==> src/rtl/branch_predict.sv <==
// Fetch-stage next-PC predictor: bimodal table of 2-bit saturating counters,
// trained from EX, with the prediction carried into ID through a registered sideband.
module branch_predict #(
    parameter int IDX_W = 6
) (
    input  logic        clk,
    input  logic        rst_n,
    input  logic        stall,
    input  logic        flush,
    input  logic [31:0] pc_if,
    input  logic        jal,
    input  logic        jalr,
    input  logic        B_type,
    input  logic [31:0] imme,
    input  logic        upd_valid,
    input  logic [31:0] upd_pc,
    input  logic        upd_taken,
    output logic        pred_taken,
    output logic [31:0] pred_pc,
    output logic        pred_taken_id,
    output logic [31:0] pred_pc_id
);

    localparam int DEPTH = 1 << IDX_W;

    logic [1:0]       bht_q [DEPTH];
    logic [IDX_W-1:0] rd_idx_s;
    logic [IDX_W-1:0] upd_idx_s;
    logic [1:0]       rd_cnt_s;
    logic [1:0]       upd_cnt_d;
    logic [31:0]      pc_seq_s;
    logic [31:0]      pc_tgt_s;
    logic             pred_taken_id_q;
    logic             pred_taken_id_d;
    logic [31:0]      pred_pc_id_q;
    logic [31:0]      pred_pc_id_d;
    logic             unused_upd_s;

    function automatic logic [1:0] sat_step(input logic [1:0] cnt, input logic up);
        logic [1:0] nxt;
        if (up) begin
            nxt = (cnt == 2'b11) ? 2'b11 : cnt + 2'b01;
        end else begin
            nxt = (cnt == 2'b00) ? 2'b00 : cnt - 2'b01;
        end
        return nxt;
    endfunction

    assign rd_idx_s     = pc_if[IDX_W+1:2];
    assign upd_idx_s    = upd_pc[IDX_W+1:2];
    assign rd_cnt_s     = bht_q[rd_idx_s];
    assign upd_cnt_d    = sat_step(bht_q[upd_idx_s], upd_taken);
    assign pc_seq_s     = pc_if + 32'd4;
    assign pc_tgt_s     = pc_if + imme;
    assign unused_upd_s = ^{upd_pc[31:IDX_W+2], upd_pc[1:0]};

    // Zero-latency prediction; jalr is left to EX, priority jal > jalr > B_type
    always_comb begin
        pred_taken = 1'b0;
        pred_pc    = pc_seq_s;
        if (jal) begin
            pred_taken = 1'b1;
            pred_pc    = pc_tgt_s;
        end else if (jalr) begin
            pred_taken = 1'b0;
            pred_pc    = pc_seq_s;
        end else if (B_type && rd_cnt_s[1]) begin
            pred_taken = 1'b1;
            pred_pc    = pc_tgt_s;
        end else begin
            pred_taken = 1'b0;
            pred_pc    = pc_seq_s;
        end
    end

    // Counter table; read above sees the pre-update value (no bypass)
    always_ff @(posedge clk or negedge rst_n) begin
        if (!rst_n) begin
            for (int i = 0; i < DEPTH; i++) begin
                bht_q[i] <= 2'b01;
            end
        end else if (upd_valid) begin
            bht_q[upd_idx_s] <= upd_cnt_d;
        end else begin
            bht_q[upd_idx_s] <= bht_q[upd_idx_s];
        end
    end

    // Sideband next state: flush wins over stall
    always_comb begin
        pred_taken_id_d = pred_taken_id_q;
        pred_pc_id_d    = pred_pc_id_q;
        if (flush) begin
            pred_taken_id_d = 1'b0;
            pred_pc_id_d    = 32'h0000_0000;
        end else if (stall) begin
            pred_taken_id_d = pred_taken_id_q;
            pred_pc_id_d    = pred_pc_id_q;
        end else begin
            pred_taken_id_d = pred_taken;
            pred_pc_id_d    = pred_pc;
        end
    end

    // Sideband registers
    always_ff @(posedge clk or negedge rst_n) begin
        if (!rst_n) begin
            pred_taken_id_q <= 1'b0;
            pred_pc_id_q    <= 32'h0000_0000;
        end else begin
            pred_taken_id_q <= pred_taken_id_d;
            pred_pc_id_q    <= pred_pc_id_d;
        end
    end

    assign pred_taken_id = pred_taken_id_q;
    assign pred_pc_id    = pred_pc_id_q;

endmodule

==> config.mk <==
export PLATFORM = sky130hd
export DESIGN_NAME = branch_predict
export DESIGN_NICKNAME = d
export VERILOG_FILES = /design/src/rtl/branch_predict.sv
export SDC_FILE = /design/constraint.sdc
export NUM_CORES = 1
export LEC_CHECK = 0
export ABC_AREA = 0
export CAP_MARGIN = 25
export CORE_MARGIN = 2
export CORE_UTILIZATION = 40
export DETAILED_ROUTE_END_ITERATION = 6
export DONT_BUFFER_PORTS = 1
export GPL_ROUTABILITY_DRIVEN = 0
export PLACE_DENSITY = 0.65
export SLEW_MARGIN = 20
export SYNTH_ARGS = -nofsm -noshare
export SYNTH_HDL_FRONTEND = slang
export SYNTH_SLANG_ARGS = --single-unit
export TNS_END_PERCENT = 10
==> constraint.sdc <==
create_clock -name clk -period 8.7 [get_ports clk]
set_clock_uncertainty 0.05 [all_clocks]
set_input_delay 1.305 -clock clk [delete_from_list [all_inputs] [get_ports clk]]
set_output_delay 1.305 -clock clk [all_outputs]
set_load 0.005 [all_outputs]
# After elaboration in Yosys (flattened, before gate mapping)

Index checks and enable logic that the tools add are counted.

Bits in registers: 161
Latch bits: 0
Bits in writable memories: 0
Bits in read-only memories: 0
Input port bits: 105
Output and inout port bits: 66
Word-level logic and storage cells: 104
Memories kept: 0

Add/sub/neg operators: 4
Multipliers: 0
Div/mod/pow operators: 0
$lt $le $gt $ge: 3
Eq/ne operators: 2
Shift operators: 0
Mux-type cells: 24
Bitwise gates (word level): 2
Reductions and logical operators: 3

Operators by type and width:

| operator                                           | number |
|---|---|
| bitwise mux 128 bit                                | 2 |
| two-way mux 32 bit                                 | 5 |
| two-way mux 128 bit                                | 1 |
| adder 32 x 3 -> 32 bit, second input constant      | 1 |
| adder 32 bit                                       | 1 |
| binary-select mux 2 bit (select 6 bit)             | 2 |
| two-way mux 2 bit                                  | 8 |
| >= comparator 7 bit, second input constant         | 2 |
| NOT 6 -> 7 bit                                     | 2 |
| demux 2 bit (select 6 bit)                         | 1 |
| < comparator 7 x 1 -> 1 bit, second input constant | 1 |
| two-way mux 1 bit                                  | 5 |
| adder 2 x 1 -> 2 bit, second input constant        | 1 |
| == test 2 bit, second input constant               | 1 |
| logical AND 1 bit                                  | 2 |
| logical NOT 2 bit                                  | 1 |
| != test 2 x 1 -> 1 bit, second input constant      | 1 |
| subtractor 2 x 1 -> 2 bit, second input constant   | 1 |

# Depth between registers and ports, before layout

Gate-level depths: netlist (run 1).

Word-level depth: 10
Mapped depth: 13
Mapped depth without buffers: 10

# Worst setup path before layout (run 1)

Ideal clock, no wire load.

Path type: input-to-output
From: input port pc_if[2]
To: output port pred_pc[19]
Arrival: 3.839 ns
Required time: 7.345 ns
Path slack: 3.506 ns
Stages: 10
Buffers on the path: 4
Path through: buf_2 -> buf_2 -> mux4_2 -> mux2i_1 -> mux2i_1 -> o2111a_1 -> nor2_2 -> buf_2 -> buf_2 -> mux2i_1

Longest elaborated chain between the ends: 8
Elaborated cells on any way between the ends: 10
Those cells by class: add/sub: 2; mux: 6; bitwise: 1; reduce/logical: 1

Ends and longest elaborated chain:

| element                                               | line | text |
|---|---|---|
| start: declaration                                    | 10   | `input logic [31:0] pc_if,` |
| NOT 6 -> 7 bit (not written as such)                  | 51   | `assign rd_cnt_s = bht_q[rd_idx_s];` |
| binary-select mux 2 bit (select 6 bit)                | 51   |  |
| two-way mux 2 bit (not written as such) (2 in series) | 51   |  |
| logical AND 1 bit                                     | 67   | `end else if (B_type && rd_cnt_s[1]) begin` |
| two-way mux 32 bit                                    | 67   |  |
| two-way mux 32 bit                                    | 64   | `end else if (jalr) begin` |
| two-way mux 32 bit *                                  | 61   | `if (jal) begin` |
| end: declaration                                      | 19   | `output logic [31:0] pred_pc,` |

Mark *: on every way between the ends. The rest lies on a longest branch, timed or not. The select of a mux whose other input is x is not followed.

# Final worst setup path (run 1)

From: input port pc_if[2]
To: output port pred_pc[8]

The elaborated chain is that of the path after synthesis.

==> results of run 1 <==
[metal layers]
metal	vias to the layer above	wire (µm)
met5	-	0
met4	0	384
met3	35	2550
met2	375	14500
met1	4326	13300
li1	4057	-
[tightest hold or removal path: stages (launching register included)]
cell and delay, ns:
dfrtp_1 0.37, nand2_1 0.05, o21ai_0 0.06
[worst paths after layout]
kind | cells after the start | slack [ns] | end
min in group asynchronous | 0 | 0.51 | bht_q[117]
worst min-delay path | 2 | 0.46 | bht_q[115]
worst min register to register | 2 | 0.46 | bht_q[115]
worst max-delay path | 7 | 2.36 | pred_pc[8]
worst max register to register | 8 | 4.24 | pred_pc_id[8]
max in group asynchronous | 0 | 7.68 | pred_pc_id[31]
[layout make-up]
cell class / count / area (µm²)
clock buffer: 18 / 439
clock inverter: 14 / 139
fill: 2603 / 15200
inverter: 20 / 75.1
multi-input combinational: 894 / 6320
sequential: 161 / 4110
tap: 341 / 427
timing repair buffer: 4 / 30.0
[flip-flops by register name (all words and copies together), names as in the netlist]
| name | cells |
|---|---|
| pred_taken_id | 1 |
| bht_q | 128 |
| pred_pc_id | 32 |
[kinds of logic after synthesis]
family          after synthesis
fa+ha+maj                    33
compound gates              280
buf+inv                      83
mux                         148
simple gates                379
xor+xnor                     54
flops                       161
[per-stage QoR]
step	util, %	hold slack [ns]
final	43.2	0.461
after global routing	43.2	0.488
after detailed placement	41.0	0.443
after global placement	41.0	0.430
after CTS	43.2	0.457
after floorplan	-	0.408
[power by group]
part / internal [µW] / switching (µW) / leakage, µW
Sequential: 949 / 98.3 / 0.00193
Combinational: 258 / 280 / 0.00248
Clock: 389 / 358 / 0.000280
Total: 1600 / 736 / 0.00469
[synthesized netlist by cell type, types with 9 or more instances]
library cell and n:
a21o_1 11, a21oi_1 92, a31oi_1 9, and2_1 9, and3_1 11, buf_2 21, clkbuf_1 28, dfrtp_1 97
dfstp_2 64, ha_1 32, inv_1 20, mux2_1 23, mux2_2 52, mux2i_1 44, mux4_2 29, nand2_1 155
nand3_1 23, nand4_1 12, nor2_1 107, nor3_1 16, o21a_1 12, o21ai_0 76, xnor2_1 26, xor2_1 28
==> impl_metrics.toml, run 1 <==
[status]
status = "finished clean"

[sta]
worst_pin_slew_ns = 0.996
grt_setup_unrepaired = "false"
hold_viol_final = 0
max_freq_mhz = 158
finalCritPeriodShare_pct = 72.9
setup_slack_ns = 2.36
min_period_ns = 6.34
slew_violations = 0
fin_setup_tns_ns = 0
finalSetupViolCount = 0
slew-limit-headroom_pct = 33.5

[clock_network]
clkTransAtPathRegs_ns = 0.07
cts_num_sinks = 161
cts_hold_buf = 0
h-tree-depth = 4
post-cts-setup-buffer-count = 0
insertion_delay_ns = 0.44
clock_path_buffers = 2
cts_made_buffers = 17
cts_resized = 0
cts_root_buf = "clkbuf_16"
cts_tree = "done"

[power]
max-vdd-ir-drop_uv = 137
cellPowerDensity_nw_per_um2 = 202
p_leak_uw = 0.00469
finalPower_uw = 2330

[floorplan]
core_area_um2 = 26700
std_cell_rows = 60
die_area_um2 = 28300
dieHeight_um = 168
ios = 171
die_w_um = 168
initial_core_util_pct = 40.4

[yosys]
synth_enable_flop_cells = 0
seq_area_frac_synth_pct = 38.0
synth-main-ff-cell = "dfrtp_1"
syn_nets = 1276
synth_area_leaders = "dfrtp_1 22%, dfstp_2 16%, mux4_2 6.0%"
synth_top_area_share_pct = 22.5
yosys.area_share.simple_pct = 15.9
synth.area.mux_share_pct = 17.9
yosys.area.top_type = "dfrtp_1"
synth_cells = 1138
synth_top_family_by_area = "multiplexers"
syn_avg_cell_area_um2 = 9.49
synth_compound_area_share_pct = 16.3
synthAdderAreaFrac_pct = 3.89
synth-seq-cells = 161
synth_warnings = 0
async_reset_ff_share_pct = 100
synthXorXnorAreaFrac_pct = 4.38
synth_area_um2 = 10800
ys_types = 73

[final_layout]
area_delta_synth_final_pct = 6.82
drive_gt1_share_pct = 17.2
fin_cells = 1452
final_nets = 1236
final_cell_area_um2 = 11500
final_cell_mix = "155 x nand2_1, 107 x nor2_1, 97 x dfrtp_1"
final_common_cell = "nand2_1"
num_antenna_cells = 0

[worst_hold_path]
hp-start = "bht_q[115]"
worstHoldPathType = "reg2reg"

[setup_path]
arrival_ns = 4.99
critPathMaxStageDelay_ns = 0.80
critPathLaunch = "pc_if[2]"
crit_fanout = 35
cp_cell_sequence = "mux4_2 > mux4_2 > a21oi_1 > o21ai_0 > nor2_4 > inv_1 > o21ai_0"
cp_data_required_time_ns = 7.34
critPathBufInv = 1
slowest_stage = "nor2_4"
worstSetupStartpointType = "input pin"
path_delay_family = "compound AO/OA/AOI/OAI gates"
worstSetupPathType = "in2out"
cp-end-kind = "primary output"
r2r-start = "bht_q[7]"

[route]
avgViaCountPerCell = 6.06
wl_per_cell_um = 21.1
routed_wl_mm = 30.6
drc = 0
via_count = 8793
drt_iter0_drc = 943
final_antenna_net_count = 0
firstDrtPassIters = 5

[global_route]
track_usage_pct = 21.6
grt_max_degree = 162
overflow = 0
use_met2_pct = 35.0
use_met3_pct = 5.24
busiest_layer = "met2"
grt_pass1_vias = 8528
grt_pass1_wl_mm = 48.5
grtUsageMet1_pct = 29.1
antenna_found_initial = 0

[placed_design]
place_area_um2 = 11000
port_buffers = 0
pre_cts_ws_ns = 2.38
dp_hpwl_mm = 21.3
dpl.cell_count = 1420

[flow_run]
max-cap-violations = 0
Note: power is estimated with default switching activity, not from simulation.
==> run 2, diff against run 1 <==
--- a/config.mk
+++ b/config.mk
@@ -12,7 +12,7 @@
 export DETAILED_ROUTE_END_ITERATION = 6
 export DONT_BUFFER_PORTS = 1
 export GPL_ROUTABILITY_DRIVEN = 0
-export PLACE_DENSITY = 0.65
+export PLACE_DENSITY = 0.67
 export SLEW_MARGIN = 20
 export SYNTH_ARGS = -nofsm -noshare
 export SYNTH_HDL_FRONTEND = slang
==> constraint.sdc (replaced) <==
create_clock -name clk -period 5.4 [get_ports clk]
set_clock_uncertainty 0.05 [all_clocks]
set_input_delay 0.81 -clock clk [delete_from_list [all_inputs] [get_ports clk]]
set_output_delay 0.81 -clock clk [all_outputs]
set_load 0.005 [all_outputs]
==> impl_metrics.toml, run 2 (synthesized netlist as in run 1, its figures left out) <==
[power]
cellPowerDensity_nw_per_um2 = 326
max-vdd-ir-drop_uv = 239
p_leak_uw = 0.00471
finalPower_uw = 3770

[placed_design]
dpl.cell_count = 1422
dp_hpwl_mm = 21.2
place_area_um2 = 11000
port_buffers = 0

[setup_path]
crit_path_frequent_cell = "o21ai_0"
path_delay_family = "compound AO/OA/AOI/OAI gates"
critPathBufInv = 0
critPathMaxStageDelay_ns = 0.55
crit_fanout = 4
cp_cell_sequence = "ha_1 > fa_1 > a211oi_1 > o21a_1 > a21oi_1 > o21ai_0 > o21ai_0 > a41oi_1 > xor2_1 > mux2i_1"
arrival_ns = 3.64
cp-end-kind = "primary output"
worstSetupPathType = "in2out"
slowest_stage = "o21ai_0"
cp_data_required_time_ns = 4.54
worstSetupStartpointType = "input pin"

[sta]
slew-limit-headroom_pct = 28.7
max_freq_mhz = 222
finalSetupViolCount = 0
grt_setup_unrepaired = "false"
worst_pin_slew_ns = 1.06
hold_viol_final = 0
min_period_ns = 4.50
fin_setup_tns_ns = 0
slew_violations = 0
finalCritPeriodShare_pct = 83.4

[floorplan]
ios = 171
die_w_um = 168
dieHeight_um = 168
core_area_um2 = 26700
die_area_um2 = 28300
std_cell_rows = 60
initial_core_util_pct = 40.4

[final_layout]
num_antenna_cells = 0
fin_cells = 1454
final_common_cell = "nand2_1"
drive_gt1_share_pct = 17.3
regMostFlops = "bht_q"
area_delta_synth_final_pct = 7.08
final_cell_mix = "155 x nand2_1, 107 x nor2_1, 97 x dfrtp_1"
final_nets = 1238
final_cell_area_um2 = 11600
largest_register_ffs = 128

[route]
avgViaCountPerCell = 6.09
via_count = 8853
routed_wl_mm = 30.5
final_antenna_net_count = 0
wl_per_cell_um = 21.0
firstDrtPassIters = 5
drc = 0
drt_iter0_drc = 772

[clock_network]
post-cts-setup-buffer-count = 0
cts_tree = "done"
insertion_delay_ns = 0.45
cts_hold_buf = 0
clock_path_buffers = 2
cts_root_buf = "clkbuf_16"
cts_made_buffers = 17
clkTransAtPathRegs_ns = 0.07
cts_resized = 0
cts_num_sinks = 161
h-tree-depth = 4

[global_route]
track_usage_pct = 21.5
grt_max_degree = 162
grt_pass1_wl_mm = 47.9
overflow = 0
grt_pass1_vias = 8558
antenna_found_initial = 0

[status]
status = "finished clean"

[worst_hold_path]
worstHoldPathType = "in2async"

[flow_run]
max-cap-violations = 0
run 2: area by class of cell:
cell class	instances	area, µm²
Timing Repair Buffer	6	45.0
Fill cell	2548	15200
Clock inverter	14	161
Multi-Input combinational cell	894	6320
Clock buffer	18	429
Sequential cell	161	4110
Tap cell	341	427
Inverter	20	75.1
run 2: per-layer routing:
metal / vias to the layer above / part of all wire [%] / GRT usage (%)
met4: 0 / 2.1 / 7.01
met3: 54 / 8.7 / 5.10
li1: 4064 / - / -
met1: 4327 / 43 / 28.8
met5: - / 0 / 0
met2: 408 / 46 / 34.4
run 2: through the flow:
stage | hold slack [ns] | util [%] | setup WS, ns
floorplan | 0.408 | - | 1.20
global placement | 0.429 | 41.1 | 1.00
detailed placement | 0.435 | 41.1 | 1.01
CTS | 0.00974 | 43.3 | 0.964
global route | 0.00560 | 43.3 | 0.679
finish | 0.0194 | 43.3 | 0.899
run 2: final timing paths:
kind / startpoint / slack, ns / cells after the start / endpoint
worst max-delay path: pc_if[0] / 0.90 / 10 / pred_pc[28]
worst min-delay path: rst_n / 0.02 / 0 / pred_pc_id[6]
worst max register to register: bht_q[57] / 1.72 / 8 / bht_q[39]
worst min register to register: bht_q[33] / 0.45 / 2 / bht_q[33]
max in group asynchronous: rst_n / 4.98 / 0 / bht_q[10]
min in group clk: flush / 0.39 / 1 / pred_pc_id[14]
run 2: power by group:
part	total, µW	internal (µW)	switching, µW
Sequential	1680	1530	154
Clock	1220	621	602
Combinational	861	416	445
==> patch, RTL diff (config.mk and constraints of run 2) <==
Register the output `pred_pc`, cleared by the reset; this adds one clock of latency there. The other outputs are not delayed to match.
--- a/src/rtl/branch_predict.sv
+++ b/src/rtl/branch_predict.sv
@@ -22,6 +22,8 @@
 );
 
     localparam int DEPTH = 1 << IDX_W;
+
+    logic [31:0] pred_pc_d;
 
     logic [1:0]       bht_q [DEPTH];
     logic [IDX_W-1:0] rd_idx_s;
@@ -57,19 +59,19 @@
     // Zero-latency prediction; jalr is left to EX, priority jal > jalr > B_type
     always_comb begin
         pred_taken = 1'b0;
-        pred_pc    = pc_seq_s;
+        pred_pc_d  = pc_seq_s;
         if (jal) begin
             pred_taken = 1'b1;
-            pred_pc    = pc_tgt_s;
+            pred_pc_d  = pc_tgt_s;
         end else if (jalr) begin
             pred_taken = 1'b0;
-            pred_pc    = pc_seq_s;
+            pred_pc_d  = pc_seq_s;
         end else if (B_type && rd_cnt_s[1]) begin
             pred_taken = 1'b1;
-            pred_pc    = pc_tgt_s;
+            pred_pc_d  = pc_tgt_s;
         end else begin
             pred_taken = 1'b0;
-            pred_pc    = pc_seq_s;
+            pred_pc_d  = pc_seq_s;
         end
     end
 
@@ -98,7 +100,7 @@
             pred_pc_id_d    = pred_pc_id_q;
         end else begin
             pred_taken_id_d = pred_taken;
-            pred_pc_id_d    = pred_pc;
+            pred_pc_id_d    = pred_pc_d;
         end
     end
 
@@ -116,5 +118,13 @@
     assign pred_taken_id = pred_taken_id_q;
     assign pred_pc_id    = pred_pc_id_q;
 
+    always_ff @(posedge clk or negedge rst_n) begin
+        if (!rst_n) begin
+            pred_pc <= '0;
+        end else begin
+            pred_pc <= pred_pc_d;
+        end
+    end
+
 endmodule
 
Function: changed (Yosys sat finds a counterexample within 4 cycles, from zero or initial values and one cycle with rst_n low).
==> patch against run 2 <==
Utilization grew 0.69 points. Combinational power is essentially flat. Setup slack gained 0.78 ns. Worst hold slack gained 0.011 ns. Sequential power grew 16%. Critical path depth is the same. Largest power group unchanged. Routed wire length grew 8.9%. Sequential cell count grew 32. Power grew 9.9%. Final area grew 9.1%. Area after synthesis grew 8.2%.
==> patch: results (changes against run 2) <==
Cells and area
  • Final #Nets: 1210 (-2.3%)
  • Share of layout cells above drive strength 1: 25.9% (+8.6 points)

GRT
  • First-pass GRT wire length: 51600 um (+7.8%)
  • Largest net degree at the start of global routing: 94 (-42%)
  • Initial antenna violation count: 1 (+1)
  • Vias in the first global route: 8954 (+4.6%)

Routing
  • Iteration-0 DRC Markers: 699 (-9.5%)
  • Drt total wl: 33200 um (+8.9%)
  • Via-to-Cell Ratio: 5.93 (-2.6%)
  • DR pass1 iterations: 6 (+1)

Yosys
  • Syn Area/Cell: 10.6 um^2 (+12%)
  • Syn_nets: 1238 (-3.0%)
  • Synth area leaders: dfrtp_1 (28%), dfstp_2 (14%), mux2_2 (14%)
  • Seq/Total Area, Yosys: 42.0% (+4.0 points)
  • Cell variety after synth: 72 (-1.4%)

Setup path
  • Crit path arrival time: 4.05 ns (+0.41 ns)
  • Critical path's top delay family: multiplexers
  • Worst-path fanout max: 64 (+60)

Placement
  • Dpl hpwl: 22200 um (+5.0%)
  • Placed cells: 1432 (+0.70%)
  • Worst slack, placed: 1.34 ns (+0.329 ns)
  • Post-DP Area: 11900 um^2 (+8.5%)
  • Port buffer count: 0 (unchanged)

Clock network
  • CTS Hold Bufs: 4 (+4)

Pwr
  • Leak: 5.38 nW (+14%)
  • Switch share: 31.0% (-0.85 points)

Outcome
  • Status: finished clean

STA
  • Worst slew margin: 29.2% (+0.56 points)
[patch: worst paths after layout]
check                           from             end  slack, ns  depth (start not counted)
max                        upd_pc[2]       bht_q[10]       1.68                         10
min                            rst_n       bht_q[33]       0.03                          0
max reg2reg                bht_q[20]       bht_q[10]       1.72                         10
min reg2reg                bht_q[47]       bht_q[47]       0.48                          1
max in group asynchronous      rst_n       bht_q[91]       4.17                          1
min in group clk               flush  pred_pc_id[20]       0.35                          1
[patch: routing by layer]
layer | routed length (um) | GRT usage, %
met5 | 0 | 0
met4 | 763 | 7.08
met3 | 2620 | 5.29
met2 | 15700 | 35.6
met1 | 14100 | 28.5
[patch: kinds of logic (layout without fill, tap and decap cells)]
group,after synthesis,after routing,share of synthesized area [%]
AOI/OAI and AO/OA,203,203,11.9
xor gates and xnor gates,51,51,3.82
adders and majority gates,34,34,3.69
buffers and inverters,83,68,3.56
DFF,193,193,42.0
muxes,218,218,22.5
other,0,1,0
and+or+nand+nor,318,318,12.5
[patch: area by class of cell]
type	instances	area (um^2)
fill	2696	16100
clock buffer	17	425
tap	384	480
clock inverter	15	206
sequential	193	4910
timing repair buffer	11	130
multi-input combinational	824	6370
inverter	25	93.8
antenna	1	2.50
[patch: power by group through the flow]
stage | combinational [mW] | sequential [mW] | clock (mW)
3_5_place_dp | 0.829 | 1.98 | 0
2_1_floorplan | 0.716 | 1.91 | 0
4_1_cts | 0.856 | 1.95 | 1.36
3_3_place_gp | 0.808 | 1.96 | 0
5_1_grt | 0.943 | 1.98 | 1.40
6_report | 0.860 | 1.95 | 1.33
